**config.mk**
```make
export PLATFORM = sky130hd
export DESIGN_NAME = seq_detector_1011
export DESIGN_NICKNAME = d
export VERILOG_FILES = /design/src/rtl/seq_detector_1011.sv
export SDC_FILE = /design/constraint.sdc
export NUM_CORES = 1
export LEC_CHECK = 0
export ABC_AREA = 1
export CELL_PAD_IN_SITES_DETAIL_PLACEMENT = 0
export CELL_PAD_IN_SITES_GLOBAL_PLACEMENT = 1
export CORE_MARGIN = 4
export CORE_UTILIZATION = 30
export CTS_CLUSTER_DIAMETER = 50
export DETAILED_ROUTE_END_ITERATION = 7
export PLACE_DENSITY_LB_ADDON = 0.25
export SLEW_MARGIN = 20
export SYNTH_ARGS = -nofsm -noshare
export SYNTH_HDL_FRONTEND = slang
export SYNTH_SLANG_ARGS = --single-unit
```
**constraint.sdc**
```tcl
create_clock -name clk -period 3.8 [get_ports clk]
set_input_delay 0.76 -clock clk [delete_from_list [all_inputs] [get_ports clk]]
set_output_delay 0.76 -clock clk [all_outputs]
set_load 0.005 [all_outputs]
```
**src/rtl/seq_detector_1011.sv**
```systemverilog
// Moore detector for the serial pattern 1011 (overlap allowed), with sample enable,
// synchronous clear, saturating detection counter and a four-bit input history.
module seq_detector_1011 (
  input  logic       clk,
  input  logic       rst,
  input  logic       din,
  input  logic       en,
  input  logic       clr,
  output logic       detect,
  output logic [7:0] count,
  output logic [2:0] state,
  output logic [3:0] hist
);

  // Each code names the longest prefix of 1011 matched so far.
  typedef enum logic [2:0] {
    S0 = 3'b000,
    S1 = 3'b001,
    S2 = 3'b010,
    S3 = 3'b011,
    S4 = 3'b100
  } state_t;

  state_t     state_q, state_d;
  logic [7:0] count_q, count_d;
  logic [3:0] hist_q,  hist_d;

  always_comb begin
    // NOTE: every combinational output gets a default first, so no path through
    // the block leaves a signal unassigned and no latch is inferred.
    state_d = state_q;
    count_d = count_q;
    hist_d  = hist_q;

    if (clr) begin
      state_d = S0;
      count_d = '0;
      hist_d  = '0;
    end else if (en) begin
      hist_d = {hist_q[2:0], din};
      case (state_q)
        S0:      state_d = din ? S1 : S0;
        S1:      state_d = din ? S1 : S2;
        S2:      state_d = din ? S3 : S0;
        S3:      state_d = din ? S4 : S2;
        S4:      state_d = din ? S1 : S2;
        default: state_d = S0;  // unreachable codes recover to idle
      endcase
      if (state_d == S4 && count_q != 8'hFF) begin
        count_d = count_q + 8'd1;
      end
    end
  end

  always_ff @(posedge clk or negedge rst) begin
    if (!rst) begin
      state_q <= S0;
      count_q <= '0;
      hist_q  <= '0;
    end else begin
      // NOTE: sequential state uses non-blocking assignment so every register
      // samples the pre-edge values, independent of statement order.
      state_q <= state_d;
      count_q <= count_d;
      hist_q  <= hist_d;
    end
  end

  // Detect decodes registered state only, so din never reaches it combinationally.
  assign detect = (state_q == S4);
  assign count  = count_q;
  assign state  = state_q;
  assign hist   = hist_q;

endmodule

```
==> results.sh <==
export IMPL_status="finished, final reports clean"
export IMPL_finalCritPeriodShare_pct=57.4
export IMPL_worst_pin_slew_ps=700
export IMPL_async_flop_share_pct=100
export IMPL_skew_ps=3.60
export IMPL_relSlewSlack_pct=53.2
export IMPL_insertion_delay_ps=280
export IMPL_ios=21
export IMPL_grt_usage_pct=12.0
export IMPL_hpwl_um=1440
export IMPL_worstPathRequired_ps=3040
export IMPL_pre_cts_slack_ps=1740
export IMPL_yosysWarnings=0
export IMPL_final_layout_size_suffix_gt1_share_pct=8.33
export IMPL_critPathKind="flop to output pin"
export IMPL_core_region_area_um2=2540
export IMPL_synth_seq_area_share_pct=45.5
export IMPL_path_cells="nor3_1, clkdlybuf4s50_1"
export IMPL_grt_pass1_wl_um=3220
export IMPL_grt_overflow=0
export IMPL_grt_pass1_vias=685
export IMPL_hold_class="flop to flop"
export IMPL_numCtsBuffers=3
export IMPL_avgSynthCellArea_um2=7.58
export IMPL_drv_cap=0
export IMPL_drt_first_pass_iters=6
export IMPL_synth_largest_area_cell="dfrtp_1"
export IMPL_wire_per_inst_um=11.7
export IMPL_synth_ff_type="dfrtp_1"
export IMPL_postCtsSetupBuffers=0
export IMPL_start_util_pct=32.4
export IMPL_die_x_um=60.5
export IMPL_viasPerCell=4.71
export IMPL_top_layer_used="met4"
export IMPL_dpl_cell_count=158
export IMPL_die_h_um=60.5
export IMPL_power_density_nw_per_um2=261
export IMPL_port_buffers=20
export IMPL_timing_final_ws_setup_ps=1620
export IMPL_cts_tree="done"
export IMPL_p_leak_nw=0.484
export IMPL_cts_clk_slew_worst_paths_ps=80
export IMPL_ys_seq_elements=15
export IMPL_routed_wl_um=1900
export IMPL_placed_area_um2=1050
export IMPL_antenna_cells=0
export IMPL_rsz0062_at_grt="no"
export IMPL_sw_frac_of_total_pct=23.9
export IMPL_num_nets_final=139
export IMPL_path_buf_inv=1
export IMPL_ir_drop_v=0.000190
export IMPL_synthTopCellsByArea="dfrtp_1 (45%), nand2_1 (15%), nand3_1 (6.1%)"
export IMPL_cts_resized=0
export IMPL_p_switching_w=0.0000673
export IMPL_fp_dieArea_um2=3660
export IMPL_crit_path_end_kind="output pin"
export IMPL_hold_buffers=0
export IMPL_rows=18
export IMPL_critPathMaxFanout=5
export IMPL_pwr_share_seq_pct=58.2
export IMPL_cp_arrival_ps=1420
export IMPL_syn2layout_area_growth_pct=30.6
export IMPL_setup_viol=0
export IMPL_grt_max_degree=16
export IMPL_synthDistinctLibCells=21
export IMPL_antenna_found_initial=0
export IMPL_wl_met2_um=772
export IMPL_drc=0
export IMPL_slew_violations=0
export IMPL_gp_congestion=0.746
export IMPL_hold_viol=0
export IMPL_drt_iter0_drc=27
export IMPL_clock_path_buffers=2
export IMPL_netlist_area_um2=826
export IMPL_drt_antenna_violating_nets=0
export IMPL_period_minus_slack_ps=2180
export IMPL_syn_inst=109
export IMPL_internal_power_w=0.000214
export IMPL_cts_sinks=15
export IMPL_p_clk_share_pct=32.3
export IMPL_filler_cell_count=263
export IMPL_vias=763
export IMPL_p_comb_share_pct=9.5
export IMPL_cts_max_level=1
export IMPL_cp_top_family="buffers and inverters"
export IMPL_synth_commonest_cells="nand2_1 (32), dfrtp_1 (15), inv_1 (12)"
export IMPL_synth_most_common_cell="nand2_1"
export IMPL_start_kind="flop"
export IMPL_root_buffer="clkbuf_4"
export IMPL_fin_setup_tns_ps=0
export IMPL_fin_area_um2=1080
export IMPL_cpPeakStageDelay_ps=530
export IMPL_synth_top_area_share_pct=45.5
export IMPL_synth_nets=115
export IMPL_final_cells=162
export IMPL_synth_edf_count=0
export IMPL_wl_met3_um=118
export IMPL_slowest_stage="clkdlybuf4s50_1"
export IMPL_fmax_ghz=0.458
export IMPL_drt_met1_wl_um=980
## per-stage QoR
stage	power (W)	hold WS (ps)	util [%]
after floorplan	0.000178	464	-
after CTS	0.000286	552	42.4
after detailed placement	0.000194	531	41.3
after global placement	0.000194	518	41.3
after global routing	0.000297	577	42.4
final	0.000281	543	42.4
## state kept, by name (all words and copies together) (netlist names)
signal / flops
hist: 4
count: 8
state: 3
## worst reg2reg max path, stage by stage (launching register included)
cell and delay (ps):
dfrtp_1 430, ha_1 280, inv_1 70, nor2_1 40
nand2_1 70, nand2_2 70, inv_1 170, nand3_1 90
o21ai_1 90
## placed cells by master, fill, tap and decap left out, drive strengths merged, types with 2 or more instances in the layout
cell and n:
nand3 10, dfrtp 15, xor2 3, inv 14
clkdlybuf4s50 20, o21ai 5, nand2 34, a21oi 2
nand4 2, clkbuf 4, nor3 2, o22ai 3
nor2 14
## area by class of cell
class                      instances  area (µm²)  area share (%)
tap                               30        37.5            3.48
timing repair buffer              20         200            18.6
multi-input combinational         78         378            35.0
clock buffer                       4        26.3            2.44
sequential                        15         375            34.8
inverter                          15        61.3            5.68
## final timing paths
check | startpoint | endpoint | slack (ps) | depth (start not counted)
min in group asynchronous | rst | state[2]$_DFFE_PN0P_ | 890 | 1
setup reg to reg | count[0]$_DFFE_PN0P_ | count[0]$_DFFE_PN0P_ | 2420 | 8
hold reg to reg | hist[3]$_DFFE_PN0P_ | hist[3]$_DFFE_PN0P_ | 540 | 2
hold / removal | hist[3]$_DFFE_PN0P_ | hist[3]$_DFFE_PN0P_ | 540 | 2
max in group asynchronous | rst | state[1]$_DFFE_PN0P_ | 2460 | 1
setup / recovery | state[0]$_DFFE_PN0P_ | detect | 1620 | 2
## power by group through the flow
stage          registers (W)  clock network, W  logic [W]
2_1_floorplan       0.000167                 0  0.0000109
3_3_place_gp        0.000167                 0  0.0000273
3_5_place_dp        0.000167                 0  0.0000272
4_1_cts             0.000164         0.0000953  0.0000272
5_1_grt             0.000164          0.000103  0.0000299
6_report            0.000164         0.0000907  0.0000267
## metal layers
metal / GRT usage [%] / vias up
li1: - / 400
met1: 16.7 / 338
met2: 17.0 / 21
met3: 3.62 / 4
met4: 5.57 / 0
met5: 0 / -
## kinds of logic (layout without fill, tap and decap cells)
group / after synthesis / count (layout) / share of synthesized area (%)
buffers and inverters: 16 / 39 / 8.79
adder cells (fa/ha/maj): 1 / 1 / 1.51
AND/OR/NAND/NOR: 62 / 62 / 32.7
flip-flops: 15 / 15 / 45.5
AO/OA/AOI/OAI: 12 / 12 / 8.33
XOR/XNOR: 3 / 3 / 3.18
Note: power is estimated with default switching activity, not from simulation.
